[config.mk]
export PLATFORM = sky130hd
export DESIGN_NAME = picosoc_timer
export DESIGN_NICKNAME = d
export VERILOG_FILES = /design/src/rtl/picosoc_timer.sv
export SDC_FILE = /design/constraint.sdc
export NUM_CORES = 1
export LEC_CHECK = 0
export ABC_CLOCK_PERIOD_IN_PS = 4600
export CAP_MARGIN = 5
export CORE_UTILIZATION = 40
export DETAILED_ROUTE_END_ITERATION = 10
export PLACE_DENSITY_LB_ADDON = 0.3
export SYNTH_ARGS = -nofsm -noshare
export SYNTH_HDL_FRONTEND = slang
export SYNTH_SLANG_ARGS = --single-unit
export TNS_END_PERCENT = 50
[constraint.sdc]
create_clock -name clk -period 4.6 [get_ports clk]
set_input_delay 0.92 -clock clk [delete_from_list [all_inputs] [get_ports clk]]
set_output_delay 0.92 -clock clk [all_outputs]
set_load 0.005 [all_outputs]
[src/rtl/picosoc_timer.sv]
// Memory-mapped down-counting timer for the PicoSoC iomem bus: prescaler,
// one-shot / auto-reload counter, and a level interrupt.
module picosoc_timer #(
    parameter logic [31:0] BASE_ADDR = 32'h0300_0000
) (
    input  logic        clk,
    input  logic        reset,
    input  logic        iomem_valid,
    output logic        iomem_ready,
    input  logic [3:0]  iomem_wstrb,
    input  logic [31:0] iomem_addr,
    input  logic [31:0] iomem_wdata,
    output logic [31:0] iomem_rdata,
    output logic        irq
);

    typedef enum logic {IDLE = 1'b0, RUN = 1'b1} state_t;

    state_t      state;
    logic        auto_reload;
    logic        irq_en;
    logic [15:0] prescale;
    logic [15:0] pre_cnt;
    logic [31:0] count;
    logic [31:0] reload;
    logic        expired;

    logic        sel;
    logic        acc;
    logic        wr;
    logic [2:0]  offs;
    logic        en;
    logic        tick;
    logic        expire;
    logic [31:0] rd_val;
    logic        unused_addr;

    function automatic logic [31:0] byte_merge(input logic [31:0] old,
                                               input logic [31:0] din,
                                               input logic [3:0]  strb);
        logic [31:0] r;
        r = old;
        for (int b = 0; b < 4; b++) begin
            if (strb[b]) r[8*b +: 8] = din[8*b +: 8];
        end
        return r;
    endfunction

    assign sel         = iomem_valid && (iomem_addr[31:5] == BASE_ADDR[31:5]);
    assign acc         = sel && !iomem_ready;
    assign wr          = acc && (iomem_wstrb != 4'b0000);
    assign offs        = iomem_addr[4:2];
    assign unused_addr = ^iomem_addr[1:0];
    assign en          = (state == RUN);
    assign tick        = en && (pre_cnt == 16'd0);
    assign expire      = tick && (count == 32'd0);
    assign irq         = expired && irq_en;

    always_comb begin
        rd_val = 32'd0;
        case (offs)
            3'd0:    rd_val = {29'd0, irq_en, auto_reload, en};
            3'd1:    rd_val = {16'd0, prescale};
            3'd2:    rd_val = count;
            3'd3:    rd_val = reload;
            3'd4:    rd_val = {31'd0, expired};
            default: rd_val = 32'd0;
        endcase
    end

    always_ff @(posedge clk or posedge reset) begin
        if (reset) begin
            state       <= IDLE;
            auto_reload <= 1'b0;
            irq_en      <= 1'b0;
            prescale    <= 16'd0;
            pre_cnt     <= 16'd0;
            count       <= 32'd0;
            reload      <= 32'd0;
            expired     <= 1'b0;
            iomem_ready <= 1'b0;
            iomem_rdata <= 32'd0;
        end else begin
            iomem_ready <= acc;
            iomem_rdata <= acc ? rd_val : 32'd0;

            // Prescaler keeps its own running value; PRESCALE writes land at the next reload
            if (!en || pre_cnt == 16'd0) pre_cnt <= prescale;
            else                         pre_cnt <= pre_cnt - 16'd1;

            if (wr && offs == 3'd1) begin
                if (iomem_wstrb[0]) prescale[7:0]  <= iomem_wdata[7:0];
                if (iomem_wstrb[1]) prescale[15:8] <= iomem_wdata[15:8];
            end

            if (wr && offs == 3'd3) reload <= byte_merge(reload, iomem_wdata, iomem_wstrb);

            // A bus write to COUNT takes priority over the tick
            if (wr && offs == 3'd2) begin
                count <= byte_merge(count, iomem_wdata, iomem_wstrb);
            end else if (tick) begin
                if (count != 32'd0)   count <= count - 32'd1;
                else if (auto_reload) count <= reload;
            end

            if (wr && offs == 3'd0 && iomem_wstrb[0]) begin
                state       <= iomem_wdata[0] ? RUN : IDLE;
                auto_reload <= iomem_wdata[1];
                irq_en      <= iomem_wdata[2];
            end else if (expire && !auto_reload) begin
                state <= IDLE;
            end

            // A fresh expiry wins over a simultaneous write-1-to-clear
            if (expire) expired <= 1'b1;
            else if (wr && offs == 3'd4 && iomem_wstrb[0] && iomem_wdata[0]) expired <= 1'b0;
        end
    end

endmodule
Word-level counts from Yosys, hierarchy flattened
Cells that the tools add are included.

word-level totals
  bits in registers = 133
  input bits = 71
  output and inout bits = 34
  logic and storage cells = 82

operators by class
  add/sub/neg operators = 2
  equal/unequal tests = 9
  mux-type cells = 16
  reductions and logical operators = 38

operators by type and width
  cell                                                count
  two-way mux 32 bit                                  5
  one-hot mux 32 bit (5 select lines)                 1
  zero test 32 bit                                    1
  two-way mux 8 bit                                   4
  nonzero test 32 bit                                 1
  subtractor 32 x 1 -> 32 bit, second input constant  1
  == test 27 x 21 -> 1 bit, second input constant     1
  zero test 16 bit                                    1
  two-way mux 16 bit                                  1
  subtractor 16 x 1 -> 16 bit, second input constant  1
  logical AND 1 bit                                   15
  AND reduction 2 bit                                 6
  AND reduction 3 bit                                 4
  != test 2 bit, second input constant                4
  == test 3 x 2 -> 1 bit, second input constant       2
  nonzero test 2 bit                                  3
  two-way mux 1 bit                                   5
  nonzero test 4 bit                                  1
  == test 3 x 1 -> 1 bit, second input constant       1
  == test 3 bit, second input constant                1
  zero test 1 bit                                     3
  zero test 3 bit                                     1
  nonzero test 3 bit                                  1
  logical OR 1 bit                                    1

Logic depth before layout (Yosys ltp)
Gate-level depths: netlist (run 1).

  word-level depth = 9
  mapped depth = 10
  depth with buffers taken out = 8

Worst setup path after synthesis (run 1)
OpenSTA, ideal clock, no wires.

  path type = input port to flip-flop
  from = input port iomem_addr[3]
  to = register count[8]
  library setup time = 125 ps
  data arrival time = 2838 ps
  data required time = 4475 ps
  setup slack = 1638 ps
  stages on the path = 9
  buffers on the path = 4
  cells stage by stage = clkbuf_1 nor3b_1 o41a_1 and3_1 clkbuf_1 clkbuf_1 clkbuf_1 o21ai_1 mux2_2

between the ends
  cells in the longest elaborated chain, start to end = 4

ends and longest elaborated chain
  item                                                   RTL line  text
  from (decl)                                            11        input logic [31:0] iomem_addr,
  == test 3 x 2 -> 1 bit *                               99        if (wr && offs == 3'd2) begin
  logical AND 1 bit *                                    99
  != test 2 bit (no line), or another cell as far along  n/a
  AND reduction 3 bit (no line)                          n/a
  to (signal assigned)                                   100       count <= byte_merge(count, iomem_wdata, iomem_wstrb);
  to (signal assigned)                                   102       if (count != 32'd0) count <= count - 32'd1;
  to (signal assigned)                                   103       else if (auto_reload) count <= reload;
  to (decl)                                              24        logic [31:0] count;

Every way passes the cells marked *; elsewhere a longest branch is shown, timed or not.
A chain may end at the register's enable or synchronous reset.

Worst setup path in the final report (run 1)
  from = input port iomem_addr[23]
  to = register count[14]

between the ends
  cells in the longest elaborated chain, start to end = 7

ends and longest elaborated chain
  item                                                   RTL line  text
  == test 27 x 21 -> 1 bit *                             49        assign sel = iomem_valid && (iomem_addr[31:5] == BASE_ADDR[31:5]);
  logical AND 1 bit *                                    49
  logical AND 1 bit *                                    50        assign acc = sel && !iomem_ready;
  logical AND 1 bit *                                    51        assign wr = acc && (iomem_wstrb != 4'b0000);
  logical AND 1 bit *                                    99
  != test 2 bit (no line), or another cell as far along  n/a
  AND reduction 3 bit (no line)                          n/a

Marks and branches as above.

==> out/results.ini, run 1 <==
[critical_path]
critPathMaxFanout = 10
endpoint_kind = register
crit-reg2reg-launch = count[16]
required_ns = 4.91
r2r_end = count[18]
start_kind = input pin
crit_start = iomem_addr[23]
path_class = input pin to register
r2r_cells = 6
r2r_slack_ns = 1.33
critPathArrivalTime_ns = 3.67

[synthesis]
yosysWarnings = 0
synth_edf_count = 0
syn-num-nets = 766
yosysTopAreaCell = dfrtp_1
yosys-top-cells-area = dfrtp_1 (48%), mux2_2 (12%), nor2_1 (3.9%)
syn_inst = 691
ys_types = 59
synth_ff_type = dfrtp_1
synth.top_cell.area_share_pct = 47.5
synth.most_common_cell = dfrtp_1
synth.avg_cell_area_um2 = 10.1
synth_seq_cells = 133
synth_common_cells = dfrtp_1 (133), mux2_2 (74), nor2_1 (72), nand2_1 (60), clkbuf_1 (39)
netlist_area_um2 = 7000
ys_async_sr_fraction_pct = 100
yosysSeqAreaShare_pct = 47.5

[clocking]
path_clk_slew_ns = 0.06
cts_max_level = 4
postCtsSetupBuffers = 0
cts_resized = 0
clk_latency_ns = 0.43
cts_tree = yes
clockBufferDepth = 2
cts.sinks = 133
cts_root_buffer = clkbuf_16
cts-buffers-inserted = 17
cts_hold_buf = 0

[sta]
finalCritPeriodShare_pct = 73.0
period_needed_ns = 3.36
fmax_mhz = 298
finalSetupViolations = 0
max_slew_margin_pct = 29.7
fin_ws_ns = 1.24
maxSlewViolCount = 0
finalSetupTns_ns = 0
tightest_slew_ns = 1.05
rsz0062_at_grt = false
fin_skew_ns = 0.00976
hold_viol = 0

[power]
p_leak_uw = 0.00393
p_int_uw = 2110
combPwrFrac_pct = 4.6
seqPwrFrac_pct = 43.0
max-vdd-ir-drop_mv = 0.257
switching_share_pct = 22.6
p_per_area_nw_per_um2 = 307
p_sw_uw = 616
pwr-share-clk_pct = 52.4

[finish]
diodes = 0
final_nets = 856
drive_gt1_share_pct = 16.6
areaGrowthSynthToFinish_pct = 26.7
final_cell_area_um2 = 8870
finalNonFillerCells = 1019

[die]
rows = 48
dieWidth_um = 134
start_util_pct = 40.8
fp.dieH_um = 134
pin_count = 105
die-area_um2 = 18000
coreArea_um2 = 17200

[job]
maxCapViolations = 0

[global_route]
antenna_found_initial = 0
grt_pass1_wl_um = 31500
grt_max_degree = 72
grt_use_total_pct = 22.8
first_global_vias = 5903
grt_overflow = 0

[route]
drc_errors = 0
drtPass1Iterations = 5
drt_iter0_markers = 567
wirelength_um = 19500
wl_per_cell_um = 19.2
via_per_inst = 5.80
ant_nets = 0
vias = 5909

[place]
place.gp.congestion = 0.864
io_buffer_count = 102
dp_worst_setup_slack_ns = 0.834
placed_area_um2 = 8260
place_inst = 987
dpl.hpwl_um = 13300

[worst_hold_path]
hold_depth = 2
hp-class = register to register
worst_hold_path.endpoint = pre_cnt[11]
hold_start = prescale[11]

[run_status]
status = finished, final reports clean

==> worst max-delay path by stage <==
| stage | to | slack (ns) | cells past startpoint |
|---|---|---|---|
| global route | prescale[9] | 1.08 | 7 |
| detailed placement | count[14] | 0.83 | 7 |
| floorplan | auto_reload | 0.13 | 1 |
| CTS | count[15] | 1.26 | 7 |
| finish | count[14] | 1.24 | 7 |
| global placement | count[11] | 0.95 | 7 |
==> flip-flops by register name (all words and copies together), names as in the netlist <==
| register | flops |
|---|---|
| auto_reload | 1 |
| count | 32 |
| en | 1 |
| expired | 1 |
| iomem_rdata | 32 |
| iomem_ready | 1 |
| irq_en | 1 |
| pre_cnt | 16 |
| prescale | 16 |
| reload | 32 |
==> layer usage <==
layer | GRT usage (%) | part of all wire (%)
met1 | 29.2 | 44
met2 | 37.3 | 49
met3 | 4.80 | 4.6
met4 | 9.61 | 2.5
met5 | 0 | 0
==> power groups by stage <==
stage / clock, uW / combinational [uW] / sequential [uW]
after global placement: 0 / 124 / 1190
final: 1430 / 126 / 1170
after detailed placement: 0 / 127 / 1190
after global routing: 1490 / 136 / 1170
after floorplan: 0 / 38.1 / 1190
after CTS: 1440 / 127 / 1170
==> logic make-up after synthesis <==
kind of cell	after synthesis	share of synthesized area (%)
buffers and inverters	56	3.27
AO/OA/AOI/OAI	137	13.1
multiplexers	77	12.7
adder cells (fa/ha/maj)	4	0.715
flip-flops	133	47.5
XOR/XNOR	33	4.13
AND/OR/NAND/NOR	251	18.5
==> stage by stage <==
stage / util [%] / hold WS (ns) / power, uW
final: 51.6 / 0.516 / 2720
after global placement: 48.1 / 0.500 / 1320
after detailed placement: 48.1 / 0.506 / 1320
after floorplan: - / 0.461 / 1230
after CTS: 51.6 / 0.526 / 2740
after global routing: 51.6 / 0.547 / 2800
==> worst max-delay path, cell delays in order <==
cell             delay [ns]
clkdlybuf4s50_1        0.41
nor4b_1                0.43
and4_1                 0.39
and3_1                 0.54
nor3_2                 0.20
a31oi_4                0.38
mux2_2                 0.39
==> final cells by class <==
type	instances	area (um2)
Clock inverter	13	171
Inverter	10	40.0
Multi-Input combinational cell	502	3450
Sequential cell	133	3330
Tap cell	225	282
Timing Repair Buffer	117	1160
Clock buffer	19	443
Fill cell	1549	8310
==> cell usage in the layout (no fill, tap or decap), types with 7 or more instances in the layout <==
| master | instances |
|---|---|
| nand3_1 | 11 |
| xnor2_1 | 17 |
| nor3_1 | 19 |
| a31oi_1 | 12 |
| nor2_1 | 72 |
| nand2_1 | 60 |
| buf_4 | 13 |
| inv_1 | 9 |
| clkbuf_16 | 17 |
| nand4_1 | 12 |
| o21ai_0 | 36 |
| a22oi_1 | 30 |
| or4_1 | 7 |
| a21oi_1 | 19 |
| xor2_1 | 16 |
| o221ai_1 | 9 |
| mux2_2 | 74 |
| o211ai_1 | 11 |
| nor4_1 | 17 |
| dfrtp_1 | 133 |
| or3_1 | 13 |
| clkdlybuf4s50_1 | 102 |
Power figures use the tool's default switching activity.
==> run 2: changes to the inputs <==
--- a/config.mk
+++ b/config.mk
@@ -5,7 +5,7 @@
 export SDC_FILE = /design/constraint.sdc
 export NUM_CORES = 1
 export LEC_CHECK = 0
-export ABC_CLOCK_PERIOD_IN_PS = 4600
+export ABC_CLOCK_PERIOD_IN_PS = 3200
 export CAP_MARGIN = 5
 export CORE_UTILIZATION = 40
 export DETAILED_ROUTE_END_ITERATION = 10
==> constraint.sdc (replaced) <==
create_clock -name clk -period 3.2 [get_ports clk]
set_input_delay 0.64 -clock clk [delete_from_list [all_inputs] [get_ports clk]]
set_output_delay 0.64 -clock clk [all_outputs]
set_load 0.005 [all_outputs]
==> run 2 against run 1 <==
Setup slack got worse by 0.88 ns. Critical path depth rose by 2. Clock power grew 41%. Combinational power is 44% higher. Largest cell class unchanged.
==> out/results.ini, run 2 (synthesized netlist as in run 1, its figures left out) <==
[sta]
fmax_mhz = 352
finalSetupTns_ns = 0  ; unchanged
maxSlewViolCount = 0  ; unchanged
fin_skew_ns = 0.0124  ; +0.00266 ns
rsz0062_at_grt = false
finalSetupViolations = 0  ; unchanged
period_needed_ns = 2.84
hold_viol = 0  ; unchanged
max_slew_margin_pct = 49.7  ; +20 points
finalCritPeriodShare_pct = 88.7
tightest_slew_ns = 0.754  ; -0.299 ns

[finish]
diodes = 0  ; unchanged
largestRegisters = count: 32 flops, iomem_rdata: 32 flops, reload: 32 flops
areaGrowthSynthToFinish_pct = 28.8
final_util_pct = 52.5  ; +0.84 points
mostFrequentLayoutCell = dfrtp_1
final_cell_mix = dfrtp_1 (133), clkdlybuf4s50_1 (102), mux2_2 (74), nor2_1 (72), nand2_1 (60)
drive_gt1_share_pct = 18.9  ; +2.2 points
fillCellCount = 1555  ; +0.39%
final_nets = 878  ; +2.6%

[global_route]
antenna_found_initial = 0  ; unchanged
first_global_vias = 6045  ; +2.4%
grt_use_total_pct = 23.1  ; +0.38 points
met3_usage_pct = 4.38  ; -0.42 points
busiest_layer = met2
grt_overflow = 0  ; unchanged
grt_max_degree = 134  ; +86%
use_met1_pct = 29.1  ; -0.036 points
grt.met2_usage_pct = 39.3  ; +2.0 points
grt_pass1_wl_um = 32100  ; +1.9%

[place]
io_buffer_count = 102  ; unchanged
place.gp.congestion = 0.832  ; -3.7%
dpl.hpwl_um = 13700  ; +3.6%

[worst_hold_path]
hold_depth = 2  ; unchanged
hp-class = register to register
worst_hold_path.endpoint = pre_cnt[11]
hold_start = prescale[11]

[clocking]
path_clk_slew_ns = 0.06  ; about the same
clk_latency_ns = 0.43  ; about the same
cts_resized = 0  ; unchanged
cts-buffers-inserted = 17  ; unchanged
cts_hold_buf = 0  ; unchanged
postCtsSetupBuffers = 0  ; unchanged
cts_root_buffer = clkbuf_16
cts_tree = yes
cts.sinks = 133  ; unchanged
cts_max_level = 4  ; unchanged
clockBufferDepth = 2  ; unchanged

[power]
switching_share_pct = 22.4  ; -0.23 points
combPwrFrac_pct = 4.7  ; about the same
seqPwrFrac_pct = 43.4  ; +0.4 points
max-vdd-ir-drop_mv = 0.373  ; +45%
p_sw_uw = 868  ; +41%
p_per_area_nw_per_um2 = 430  ; +40%
pwr-share-clk_pct = 51.9  ; -0.5 points
p_leak_uw = 0.00403  ; +2.7%
p_int_uw = 3010  ; +43%

[die]
start_util_pct = 40.8  ; unchanged
pin_count = 105  ; unchanged
coreArea_um2 = 17200  ; unchanged
dieWidth_um = 134  ; unchanged
die-area_um2 = 18000  ; unchanged
rows = 48  ; unchanged
fp.dieH_um = 134  ; unchanged

[route]
drt_iter0_markers = 485  ; -14%
wirelength_um = 19800  ; +1.3%
wl_per_cell_um = 19.0  ; -0.80%
ant_nets = 0  ; unchanged
vias = 5994  ; +1.4%
drtPass1Iterations = 6  ; +1
via_per_inst = 5.76  ; -0.71%
drc_errors = 0  ; unchanged

[critical_path]
r2r_cells = 9  ; +3
crit-reg2reg-launch = count[0]
critPathArrivalTime_ns = 3.18  ; -0.49 ns
critPathMaxFanout = 9  ; -1
endpoint_kind = register
required_ns = 3.54  ; -1.37 ns
start_kind = register
cpPeakStageDelay_ns = 0.62  ; +0.08 ns
r2r_end = count[3]
r2r_slack_ns = 0.36  ; -0.97 ns
cp_slowest_cell = or3_1
crit_path_cell_trace = inv_1, ha_1, nor4b_1, nand4_1, or3_1, buf_4, nand3_1, o211ai_1, a31oi_1
path_class = register to register

[run_status]
status = finished, final reports clean

[job]
maxCapViolations = 0  ; unchanged

run 2: cell types whose count changed in the layout (fill, tap and decap cells not counted):
cell	delta
inv_6	-2
clkinvlp_4	-2
buf_12	-1
clkinv_4	+4
buf_4	+23
clkbuf_8	-1
inv_4	-1
clkinv_2	+2
run 2: power groups by stage:
stage          clock network [uW]  registers [uW]  logic [uW]
3_5_place_dp                    0            1710         183
2_1_floorplan                   0            1710        55.1
3_3_place_gp                    0            1710         179
5_1_grt                      2120            1680         198
4_1_cts                      2030            1680         184
6_report                     2010            1680         182
run 2: how the worst max path moves through the flow:
stage	start	endpoint	depth (start not counted)
after floorplan	count[16]	count[10]	8
after global placement	iomem_addr[28]	prescale[10]	7
after detailed placement	iomem_addr[23]	prescale[10]	7
after global routing	count[0]	count[31]	8
after CTS	count[0]	count[31]	8
final	count[0]	count[3]	9
run 2: cell type report:
type | instances | area, um2 | area share [%]
Clock inverter | 14 | 176 | 1.96
Tap cell | 225 | 282 | 3.12
Timing Repair Buffer | 139 | 1310 | 14.5
Clock buffer | 18 | 429 | 4.76
Multi-Input combinational cell | 502 | 3450 | 38.2
Sequential cell | 133 | 3330 | 36.9
Inverter | 10 | 41.3 | 0.458
run 2: critical path, delay by kind of cell (launching register included):
family                     cells  cell delay (ns)
AOI/OAI and AO/OA              2             0.30
adders and majority gates      1             0.15
buffers and inverters          2             0.37
DFF                            1             0.46
and+or+nand+nor                4             1.48
run 2: per-stage QoR:
step	power [uW]	hold slack (ns)	std cells	setup WS, ns	cell area, um2
detailed placement	1900	0.511	1009	0.0389	8410
global route	3990	0.540	1041	0.149	9020
global placement	1890	0.502	1009	0.169	8410
CTS	3900	0.525	1041	0.369	9020
finish	3870	0.525	1041	0.362	9020
floorplan	1770	0.461	691	0.479	7000
run 2: metal layers:
layer | vias up | wire [um]
met5 | - | 0
met2 | 232 | 9960
li1 | 2758 | -
met1 | 2972 | 8300
met3 | 32 | 1170
met4 | 0 | 365
==> run 3: changes to the inputs <==
--- a/config.mk
+++ b/config.mk
@@ -5,10 +5,11 @@
 export SDC_FILE = /design/constraint.sdc
 export NUM_CORES = 1
 export LEC_CHECK = 0
-export ABC_CLOCK_PERIOD_IN_PS = 3200
+export ABC_CLOCK_PERIOD_IN_PS = 3400
 export CAP_MARGIN = 5
 export CORE_UTILIZATION = 40
 export DETAILED_ROUTE_END_ITERATION = 10
+export HOLD_SLACK_MARGIN = 0.06
 export PLACE_DENSITY_LB_ADDON = 0.3
 export SYNTH_ARGS = -nofsm -noshare
 export SYNTH_HDL_FRONTEND = slang
==> constraint.sdc (replaced) <==
create_clock -name clk -period 3.4 [get_ports clk]
set_input_delay 0.68 -clock clk [delete_from_list [all_inputs] [get_ports clk]]
set_output_delay 0.68 -clock clk [all_outputs]
set_load 0.005 [all_outputs]
==> run 3 against run 2 <==
Sequential power decreased by 6%. Final cell count decreased by 0.38%. Register-to-register slack got worse by 0.04 ns. Worst hold slack got worse by 0.010 ns. Clock skew decreased by 0.0034 ns. Clock-buffer cell count unchanged. Global-route usage about the same. Fmax decreased by 7.7%. Sequential cell count unchanged. Via count decreased by 1.7%. Critical path type unchanged.
==> out/results.ini, run 3 (synthesized netlist as in run 1, its figures left out) <==
[clocking]
cts-buffers-inserted = 17  ; unchanged
cts_tree = yes
cts.sinks = 133  ; unchanged
postCtsSetupBuffers = 0  ; unchanged
cts_hold_buf = 0  ; unchanged
clk_latency_ns = 0.43  ; about the same
cts_root_buffer = clkbuf_16
cts_max_level = 4  ; unchanged
path_clk_slew_ns = 0.06  ; about the same
cts_resized = 0  ; unchanged
clockBufferDepth = 2  ; unchanged

[sta]
maxSlewViolCount = 0  ; unchanged
finalCritPeriodShare_pct = 90.4  ; +1.7 points
tightest_slew_ns = 0.704  ; -0.0498 ns
max_slew_margin_pct = 52.8  ; +3.1 points
fmax_mhz = 325  ; -7.7%
rsz0062_at_grt = false
finalSetupViolations = 0  ; unchanged
hold_viol = 0  ; unchanged
finalSetupTns_ns = 0  ; unchanged
period_needed_ns = 3.07  ; +0.235 ns
fin_skew_ns = 0.00904  ; -0.00338 ns

[place]
dpl.hpwl_um = 13700  ; -0.40%
place.gp.congestion = 0.849  ; +2.1%
io_buffer_count = 102  ; unchanged

[critical_path]
crit-reg2reg-launch = count[16]
r2r_end = count[31]
critPathMaxFanout = 14  ; +5
start_kind = register
path_common_cell = or3_1
endpoint_kind = register
crit_start = count[16]
r2r_slack_ns = 0.33  ; -0.04 ns
crit_path_cell_trace = or4_1, or3_1, or3_1, buf_4, a211o_1, a31oi_1
path_class = register to register
crit_buf_inv = 1  ; -1
critPathArrivalTime_ns = 3.42  ; +0.24 ns
cpPeakStageDelay_ns = 0.65  ; +0.03 ns
r2r_cells = 6  ; -3
required_ns = 3.74  ; +0.20 ns
crit_family = simple AND/OR/NAND/NOR gates
cp_slowest_cell = or4_1

[route]
drtPass1Iterations = 5  ; -1
drt_iter0_markers = 434  ; -11%
wl_per_cell_um = 18.7  ; -1.6%
drc_errors = 0  ; unchanged
via_per_inst = 5.68  ; -1.3%
vias = 5894  ; -1.7%
wirelength_um = 19400  ; -2.0%
ant_nets = 0  ; unchanged

[finish]
areaGrowthSynthToFinish_pct = 28.4
diodes = 0  ; unchanged
drive_gt1_share_pct = 18.5  ; -0.40 points
mostFrequentLayoutCell = dfrtp_1
final_cell_mix = dfrtp_1 (133), clkdlybuf4s50_1 (102), mux2_2 (74), nor2_1 (72), nand2_1 (60)
largestRegisters = count: 32 flops, iomem_rdata: 32 flops, reload: 32 flops
final_nets = 874  ; -0.46%
final_util_pct = 52.3  ; -0.17 points

[power]
power_uw = 3650  ; -5.8%
max-vdd-ir-drop_mv = 0.369  ; -1.0%
combPwrFrac_pct = 4.7  ; about the same
switching_share_pct = 22.4  ; +0.030 points
seqPwrFrac_pct = 43.4  ; about the same
p_per_area_nw_per_um2 = 406  ; -5.5%
p_int_uw = 2830  ; -5.9%
p_leak_uw = 0.00401  ; -0.49%
p_sw_uw = 818  ; -5.7%
pwr-share-clk_pct = 51.9  ; about the same

[die]
rows = 48  ; unchanged
fp.dieH_um = 134  ; unchanged
start_util_pct = 40.8  ; unchanged
coreArea_um2 = 17200  ; unchanged
dieWidth_um = 134  ; unchanged
pin_count = 105  ; unchanged
die-area_um2 = 18000  ; unchanged

[global_route]
grt_max_degree = 57  ; -57%
grt_pass1_wl_um = 32000  ; -0.21%
grt_overflow = 0  ; unchanged
antenna_found_initial = 0  ; unchanged
grt_use_total_pct = 23.1  ; -0.035 points
first_global_vias = 6088  ; +0.71%

[worst_hold_path]
hp-class = input pin to asynchronous set/reset pin

[job]
maxCapViolations = 0  ; unchanged

[run_status]
status = finished, final reports clean

run 3: layer usage:
metal	vias up	global-route usage, %	wire length, um
met2	149	38.6	9760
met1	2969	29.5	8520
li1	2751	-	-
met3	25	4.20	773
met4	0	9.36	341
met5	-	0	0
run 3: power by group through the flow:
| stage | clock network (uW) | registers [uW] | logic, uW |
|---|---|---|---|
| after floorplan | 0 | 1610 | 51.9 |
| after global placement | 0 | 1610 | 169 |
| after detailed placement | 0 | 1610 | 173 |
| after CTS | 1920 | 1580 | 174 |
| after global routing | 1990 | 1580 | 187 |
| final | 1890 | 1580 | 172 |
run 3: metrics by stage:
step	cells	hold WS [ns]	cell area, um2	worst slack, ns
after detailed placement	1005	0.495	8380	0.164
final	1037	0.515	8990	0.326
after global routing	1037	0.527	8990	0.190
after global placement	1005	0.502	8380	0.256
after floorplan	691	0.461	7000	0.678
after CTS	1037	0.516	8990	0.291
run 3: how the worst max path moves through the flow:
stage,to,depth (start not counted)
3_5_place_dp,count[0],9
2_1_floorplan,count[8],9
4_1_cts,count[31],6
5_1_grt,count[31],6
6_report,count[31],6
3_3_place_gp,count[0],9
run 3: layout make-up:
| type | count | area, um2 |
|---|---|---|
| inverter | 10 | 41.3 |
| clock buffer | 18 | 429 |
| tap | 225 | 282 |
| fill | 1580 | 8190 |
| sequential | 133 | 3330 |
| timing repair buffer | 135 | 1280 |
| multi-input combinational | 502 | 3450 |
| clock inverter | 14 | 176 |
run 3: worst reg2reg max path: cells and delay by family, from the launching register on:
family          cells  cell delay, ns
compound gates      2            0.43
buf+inv             1            0.27
flops               1            0.44
simple gates        3            1.84
